### src/rtl/uart_tx_scheduler.sv
// Frame scheduler between the register block and the UART TX engine.
// Buffers bytes in a FIFO and launches one frame per byte, with config frozen per frame.
module uart_tx_scheduler #(
  parameter int DEPTH      = 8,
  parameter int GAP_CYCLES = 2,
  parameter int TIMEOUT    = 4096
) (
  input  logic                     clk,
  input  logic                     reset,
  input  logic                     enable_i,
  input  logic                     wr_valid_i,
  input  logic [7:0]               wr_data_i,
  output logic                     wr_ready_o,
  input  logic [1:0]               cfg_data_bit_num_i,
  input  logic                     cfg_stop_bit_num_i,
  input  logic                     cfg_parity_en_i,
  input  logic                     cfg_parity_type_i,
  input  logic                     tx_done_i,
  output logic                     start_tx_o,
  output logic [7:0]               tx_data_o,
  output logic [1:0]               data_bit_num_o,
  output logic                     stop_bit_num_o,
  output logic                     parity_en_o,
  output logic                     parity_type_o,
  output logic                     busy_o,
  output logic [$clog2(DEPTH):0]   fifo_level_o,
  output logic                     overflow_o,
  output logic                     timeout_o,
  input  logic                     clr_status_i
);

  localparam int AW = $clog2(DEPTH);
  localparam int TW = (TIMEOUT > 1) ? $clog2(TIMEOUT) : 1;
  localparam int GW = (GAP_CYCLES > 1) ? $clog2(GAP_CYCLES) : 1;

  localparam logic [TW-1:0] TMR_LOAD = TW'(TIMEOUT - 1);
  localparam logic [GW-1:0] GAP_LOAD = GW'((GAP_CYCLES > 0) ? (GAP_CYCLES - 1) : 0);
  localparam logic [AW:0]   FULL_LVL = (AW + 1)'(DEPTH);
  localparam logic [AW:0]   LVL_ONE  = (AW + 1)'(1);
  localparam logic [AW-1:0] PTR_ONE  = AW'(1);
  localparam logic [TW-1:0] TMR_ONE  = TW'(1);
  localparam logic [GW-1:0] GAP_ONE  = GW'(1);

  // state | meaning
  // IDLE  | waiting for enable and a queued byte; pops head on exit
  // LOAD  | latch popped byte and live config into frame outputs
  // START | start_tx_o high for this single cycle; arm timeout timer
  // WAIT  | waiting for tx_done_i or timer terminal count
  // GAP   | inter-frame idle cycles before returning to IDLE
  typedef enum logic [2:0] {
    S_IDLE,
    S_LOAD,
    S_START,
    S_WAIT,
    S_GAP
  } state_t;

  state_t          r_state;
  logic [7:0]      r_mem [DEPTH];
  logic [AW-1:0]   r_wr_ptr;
  logic [AW-1:0]   r_rd_ptr;
  logic [AW:0]     r_level;
  logic            r_wr_ready;
  logic [7:0]      r_head;
  logic [TW-1:0]   r_tmr;
  logic [GW-1:0]   r_gap;
  logic            r_start;
  logic [7:0]      r_tx_data;
  logic [1:0]      r_dbn;
  logic            r_sbn;
  logic            r_pen;
  logic            r_pty;
  logic            r_busy;
  logic            r_overflow;
  logic            r_timeout;

  logic            w_push;
  logic            w_pop;
  logic            w_to_hit;
  logic [AW:0]     w_level_nxt;

  // A full FIFO refuses pushes even when a pop happens in the same cycle.
  assign w_push   = wr_valid_i & r_wr_ready;
  assign w_pop    = (r_state == S_IDLE) & enable_i & (r_level != '0);
  assign w_to_hit = (r_state == S_WAIT) & ~tx_done_i & (r_tmr == '0);

  always_comb begin
    w_level_nxt = r_level;
    if (w_push && !w_pop) begin
      w_level_nxt = r_level + LVL_ONE;
    end else if (!w_push && w_pop) begin
      w_level_nxt = r_level - LVL_ONE;
    end
  end

  always_ff @(posedge clk) begin
    if (w_push) begin
      r_mem[r_wr_ptr] <= wr_data_i;
    end
  end

  always_ff @(posedge clk or posedge reset) begin
    if (reset) begin
      r_state    <= S_IDLE;
      r_wr_ptr   <= '0;
      r_rd_ptr   <= '0;
      r_level    <= '0;
      r_wr_ready <= 1'b1;
      r_head     <= '0;
      r_tmr      <= '0;
      r_gap      <= '0;
      r_start    <= 1'b0;
      r_tx_data  <= '0;
      r_dbn      <= '0;
      r_sbn      <= 1'b0;
      r_pen      <= 1'b0;
      r_pty      <= 1'b0;
      r_busy     <= 1'b0;
      r_overflow <= 1'b0;
      r_timeout  <= 1'b0;
    end else begin
      r_level    <= w_level_nxt;
      r_wr_ready <= (w_level_nxt != FULL_LVL);
      r_start    <= 1'b0;

      if (w_push) begin
        r_wr_ptr <= r_wr_ptr + PTR_ONE;
      end
      if (w_pop) begin
        r_rd_ptr <= r_rd_ptr + PTR_ONE;
        r_head   <= r_mem[r_rd_ptr];
      end

      if (wr_valid_i && !r_wr_ready) begin
        r_overflow <= 1'b1;
      end else if (clr_status_i) begin
        r_overflow <= 1'b0;
      end

      if (w_to_hit) begin
        r_timeout <= 1'b1;
      end else if (clr_status_i) begin
        r_timeout <= 1'b0;
      end

      case (r_state)
        S_IDLE: begin
          if (w_pop) begin
            r_state <= S_LOAD;
            r_busy  <= 1'b1;
          end
        end
        S_LOAD: begin
          r_tx_data <= r_head;
          r_dbn     <= cfg_data_bit_num_i;
          r_sbn     <= cfg_stop_bit_num_i;
          r_pen     <= cfg_parity_en_i;
          r_pty     <= cfg_parity_type_i;
          r_start   <= 1'b1;
          r_state   <= S_START;
        end
        S_START: begin
          r_tmr   <= TMR_LOAD;
          r_state <= S_WAIT;
        end
        S_WAIT: begin
          if (tx_done_i) begin
            if (GAP_CYCLES > 0) begin
              r_gap   <= GAP_LOAD;
              r_state <= S_GAP;
            end else begin
              r_state <= S_IDLE;
              r_busy  <= 1'b0;
            end
          end else if (r_tmr == '0) begin
            r_state <= S_IDLE;
            r_busy  <= 1'b0;
          end else begin
            r_tmr <= r_tmr - TMR_ONE;
          end
        end
        S_GAP: begin
          if (r_gap == '0) begin
            r_state <= S_IDLE;
            r_busy  <= 1'b0;
          end else begin
            r_gap <= r_gap - GAP_ONE;
          end
        end
        default: begin
          r_state <= S_IDLE;
          r_busy  <= 1'b0;
        end
      endcase
    end
  end

  assign wr_ready_o     = r_wr_ready;
  assign start_tx_o     = r_start;
  assign tx_data_o      = r_tx_data;
  assign data_bit_num_o = r_dbn;
  assign stop_bit_num_o = r_sbn;
  assign parity_en_o    = r_pen;
  assign parity_type_o  = r_pty;
  assign busy_o         = r_busy;
  assign fifo_level_o   = r_level;
  assign overflow_o     = r_overflow;
  assign timeout_o      = r_timeout;

endmodule
### config.mk
export PLATFORM = sky130hd
export DESIGN_NAME = uart_tx_scheduler
export DESIGN_NICKNAME = d
export VERILOG_FILES = /design/src/rtl/uart_tx_scheduler.sv
export SDC_FILE = /design/constraint.sdc
export NUM_CORES = 1
export LEC_CHECK = 0
export BUFFER_PORTS_ARGS = -buffer_cell sky130_fd_sc_hd__buf_4
export CAP_MARGIN = 20
export CORE_UTILIZATION = 30
export CTS_BUF_LIST = sky130_fd_sc_hd__clkbuf_4
export CTS_CLUSTER_DIAMETER = 80
export DETAILED_ROUTE_END_ITERATION = 10
export PLACE_DENSITY = 0.47
export SETUP_SLACK_MARGIN = 0.02
export SLEW_MARGIN = 20
export SYNTH_ARGS = -nofsm -noshare
export SYNTH_HDL_FRONTEND = slang
export SYNTH_SLANG_ARGS = --single-unit
### constraint.sdc
create_clock -name clk -period 2.5 [get_ports clk]
set_input_delay 0.25 -clock clk [delete_from_list [all_inputs] [get_ports clk]]
set_output_delay 0.25 -clock clk [all_outputs]
set_load 0.005 [all_outputs]
Word-level counts from Yosys, hierarchy flattened
Memories as Yosys holds them, arrays and structs flattened. A register that Yosys moved wholly into a read port is not among the register bits.
Index checks and enable logic that the tools add are counted.

cells by class
  add/sub/neg operators = 6
  multiply operators = 0
  div/mod/pow operators = 0
  magnitude comparators = 0
  equal/unequal tests = 12
  shift-type cells = 0
  multiplexer cells = 24
  bitwise operators = 7
  reductions and logical operators = 18

operators by type and width
  operator               count
  $mux 12                2
  $pmux 12 s2            1
  $pmux 3 s5             1
  $logic_not 12->1       1
  $mux 1                 12
  $mux 3                 4
  $sub 12x1->12 const B  1
  $ne 2x2->1 const B     5
  $mux 4                 2
  $reduce_bool 2->1      4
  $add 3x1->3 const B    2
  $eq 3x2->1 const B     2
  $reduce_and 3->1       2
  $and 1x1->1            5
  $reduce_and 5->1       1
  $add 4x1->4 const B    1
  $ne 4x4->1 const B     1
  $pmux 1 s4             1
  $reduce_bool 4->1      1
  $sub 4x1->4 const B    1
  $eq 3x1->1 const B     1
  $eq 3x3->1 const B     1
  $logic_and 1x1->1      3
  $logic_not 1->1        3
  8 further kinds        9

storage, ports and cells
  flip-flop bits (word level) = 44
  latch bits = 0
  memory bits (writable) = 64
  memory bits (read-only) = 0
  output and inout port bits = 22
  word-level logic and storage cells = 84
  memories = 1

memories
  memory  words  bits a word  rd ports  clocked after Yosys merged registers in  write ports  RTL line  source
  r_mem   8      8            1         1                                        1            59        logic [7:0] r_mem [DEPTH];

Depth between registers and ports, before layout
  word-level depth = 7
  depth in mapped cells = 8
  depth with buffers taken out = 7

Least setup slack after synthesis
OpenSTA, ideal clock, no wires.

  path type = register to register
  start point = register r_level[0], in the netlist fifo_level_o[0]
  end point = register r_wr_ready, in the netlist wr_ready_o
  setup time = 0.085 ns
  data arrival time = 1.840 ns
  path slack = 0.575 ns
  cell stages (with the launch flop) = 9
  cells stage by stage = dfrtp_1 > inv_1 > ha_1 > or3b_2 > clkbuf_1 > nand2_1 > o22ai_1 > xor2_1 > nand3b_1

on the way
  cells in the longest elaborated chain, start to end = 6

ends and longest elaborated chain
  item                                                 RTL line  source
  from (decl)                                          62        logic [AW:0] r_level;
  from (signal assigned)                               122       r_level <= w_level_nxt;
  branches (longest 4 deep; another with $sub 4x1->4)  --
  $mux 4 *                                             89        if (w_push && !w_pop) begin
  via w_level_nxt[2]                                   80        logic [AW:0] w_level_nxt;
  $ne 4x4->1 *                                         123       r_wr_ready <= (w_level_nxt != FULL_LVL);
  to (signal assigned)                                 123
  to (decl)                                            63        logic r_wr_ready;

Mark *: on every way through the listed nets, which the timed path passes.
A chain may end at the register's enable or synchronous reset.

Worst setup path in the final report
  start point = register r_tmr[3]
  end point = register r_tmr[10]

on the way
  cells in the longest elaborated chain, start to end = 4

ends and longest elaborated chain
  item                    RTL line  source
  from (decl)             65        logic [TW-1:0] r_tmr;
  from (signal assigned)  179       r_tmr <= r_tmr - TMR_ONE;
  $sub 12x1->12           179
  $mux 12                 175       end else if (r_tmr == '0) begin
  $mux 12                 167       if (tx_done_i) begin
  $pmux 12 s2             146       case (r_state)

Several ways; a longest one is shown, not always the timed one. The select of a mux whose other input is x is not followed.

==> out/results.ini <==
[worst_hold_path]
hold_class = in -> reg
hold_end = busy_o$_DFFE_PP0P_
whs_path_depth = 4
hold_path.startpoint = tx_done_i

[power_and_ir_drop]
p_int_mw = 3.980
p_per_area_mw_per_mm2 = 1021
leakage_nw = 2.189
power.share.clock_pct = 17.9
comb_power_share_pct = 33.5
swShare_pct = 32.48
peakVddDrop_v = 0.0003530
p_seq_share_pct = 48.6
switchingPower_mw = 1.915

[die]
dieWidth_um = 128.5
core_area_mm2 = 0.01543
initial_core_util_pct = 31.11
io_pins = 41
dieArea_mm2 = 0.01651
die_y_um = 128.5
rows = 45

[yosys]
ys_warn_count = 0
syn_nets = 343
ys_types = 44
synth_cells = 318
synth_top_area_share_pct = 40.04
synth.avg_cell_area_um2 = 15.09
netlist_top_cells_area = edfxtp_1, dfrtp_1, mux4_2
synthFlopType = edfxtp_1
syn-cell-area_mm2 = 0.004800
yosys.area.top_type = edfxtp_1
yosysSeqAreaShare_pct = 67.18
async_flop_share_pct = 44.83
synth-seq-cells = 116
synth_edf_count = 64

[clock_tree]
cts_resized = 0
clock_latency_ns = 0.50
htreeDepth = 4
clkTransAtPathRegs_ns = 0.10
postCtsSetupBuffers = 0
tritoncts = done
clockBufferDepth = 2
clockRootBuffer = clkbuf_4
cts_buffers = 17
clock_sinks = 116

[setup_path]
startpoint_type = flip-flop
cp_slowest_cell = or4_1
critical_path_peak_fanout = 9
crit_chain = or4_1 -> o31ai_4 -> nor4_1 -> xnor2_1 -> nand2_1
worstSetupPathType = reg -> reg
critical-path-top-delay-family = simple AND/OR/NAND/NOR gates
end_kind = flip-flop
critPathRequiredTime_ns = 2.88
r2r_setup_slack_ns = 0.37
cp_slowest_stage_delay_ns = 0.70
critPathArrivalTime_ns = 2.50
regToRegStartpoint = r_tmr[3]$_DFFE_PP0P_
cp_num_buf_inv = 0
r2r-end = r_tmr[10]$_DFFE_PP0P_
reg2regPathDepth = 5

[global_route]
grt-ovfl-total = 0
grt_max_degree = 53
antenna_found_initial = 0
track_usage_pct = 12.65
grt_pass1_wl_um = 15180
grt_pass1_vias = 2875

[status]
status = finished clean

[sta]
setup_violations = 0
period_share_pct = 85.15
rsz0062_at_grt = false
period_needed_ns = 2.129
slew_viol_final = 0
final_hold_viol_count = 0
fmax_mhz = 469.8
finalClockSkew_ns = 0.01207
tns_ns = 0
tightest_slew_ns = 0.6600
slew_headroom_pct = 56.00

[cells_and_area]
layout_common_cells = edfxtp_1, buf_4, dfrtp_1, nand2_1, clkbuf_4
multi_input_area_mm2 = 0.001484
regArea_mm2 = 0.003224
nFillCells = 1511
fin_area_mm2 = 0.005773
area_growth_pct = 20.28
fin_util_pct = 37.42
diodes = 0
drive_gt1_share_pct = 29.31
nets = 418
layout_commonest_cell = edfxtp_1

[drt]
via_count = 2765
ant_nets = 0
drc = 0
drt_iter0_markers = 137
drt-vias-per-instance = 4.481
first_pass_iters = 4
drt-total-wl_um = 9462
wl_per_cell_um = 15.34

[job]
drv_cap = 0

[placed_design]
place_hpwl_um = 6121
routabilityCongestion = 0.7186
place_area_mm2 = 0.005404
io_buffers = 40

[flip-flops by register name, summed over array words and instances, names as in the netlist, 2 cells and up]
signal,flops
data_bit_num_o,2
r_head,8
r_wr_ptr,3
fifo_level_o,4
r_rd_ptr,3
r_tmr,12
r_mem,64
tx_data_o,8
r_state,3
[logic make-up (layout without fill, tap and decap cells)]
kind of cell / Yosys count / count (layout) / synth area share (%)
AO/OA/AOI/OAI: 37 / 37 / 4.901
XOR/XNOR: 11 / 11 / 2.007
adder cells (fa/ha/maj): 6 / 6 / 1.564
buffers and inverters: 22 / 110 / 1.903
flip-flops: 116 / 116 / 67.18
multiplexers: 40 / 40 / 12.88
AND/OR/NAND/NOR: 86 / 86 / 9.567
[cell type report]
| type | instances | share of cell area [%] |
|---|---|---|
| sequential | 116 | 55.85 |
| multi-input combinational | 180 | 25.70 |
| timing repair buffer | 69 | 9.666 |
| tap | 211 | 4.573 |
| clock buffer | 22 | 2.861 |
| clock inverter | 10 | 0.7586 |
| inverter | 9 | 0.5852 |
[how the worst max path moves through the flow]
| stage | cells past startpoint | to | from |
|---|---|---|---|
| after CTS | 5 | r_tmr[10]$_DFFE_PP0P_ | r_tmr[3]$_DFFE_PP0P_ |
| final | 5 | r_tmr[10]$_DFFE_PP0P_ | r_tmr[3]$_DFFE_PP0P_ |
| after global placement | 5 | r_tmr[4]$_DFFE_PP0P_ | r_tmr[3]$_DFFE_PP0P_ |
| after global routing | 5 | r_tmr[10]$_DFFE_PP0P_ | r_tmr[3]$_DFFE_PP0P_ |
| after floorplan | 8 | wr_ready_o$_DFF_PP1_ | fifo_level_o[0]$_DFF_PP0_ |
| after detailed placement | 5 | r_tmr[10]$_DFFE_PP0P_ | r_tmr[3]$_DFFE_PP0P_ |
[synth_stat cells (2+ instances only)]
master / instances
o21ai_0: 17
inv_1: 9
edfxtp_1: 64
nor4_1: 3
nand3b_1: 2
nor2b_1: 2
xor2_1: 2
mux2_2: 14
o22ai_1: 3
buf_2: 7
o31ai_1: 2
ha_1: 6
or3b_2: 2
o211ai_1: 2
or4_1: 3
a21oi_1: 6
dfrtp_1: 51
mux2i_1: 10
nand2_1: 31
nand2b_1: 5
nand3_1: 5
clkbuf_1: 5
or3_1: 2
nor3_1: 5
xnor2_1: 9
mux4_2: 16
and3_1: 4
a32o_1: 2
nor2_1: 13
and2_1: 2
[worst register-to-register path: stages (launching register included)]
cell and delay [ns]:
dfrtp_1 0.43, or4_1 0.70, o31ai_4 0.51, nor4_1 0.12, xnor2_1 0.19, nand2_1 0.07
[stage by stage]
stage          hold slack (ns)  setup slack, ns  power (mW)  instances
2_1_floorplan           0.3489           0.5748       4.151        318
3_3_place_gp            0.4498           0.4439       4.880        569
3_5_place_dp            0.4569           0.4075       4.926        569
4_1_cts                0.04993           0.3868       6.026        617
5_1_grt                0.07465           0.2241       6.317        617
6_report                0.1122           0.3713       5.895        617
[routing by layer]
layer	routed length [um]	share of wire, %	up-vias	global-route usage, %
met5	0	0	-	0
met4	74	0.78	0	4.360
met3	340	3.6	5	4.283
met2	4540	48	40	20.19
met1	4506	48	1379	16.08
li1	-	-	1341	-
[what timing repair did]
item,4_1_cts,5_1_grt
setup endpoints to repair,0,0
endpoints found under the hold margin,122,0
hold buffers,16,0
[power groups by stage]
stage          clock [mW]  sequential, mW  combinational [mW]
2_1_floorplan           0            2.76                1.39
3_3_place_gp            0            2.90                1.98
3_5_place_dp            0            2.91                2.01
4_1_cts              1.11            2.87                2.04
5_1_grt              1.19            2.93                2.20
6_report             1.06            2.86                1.98
Note: power is estimated with default switching activity, not from simulation.
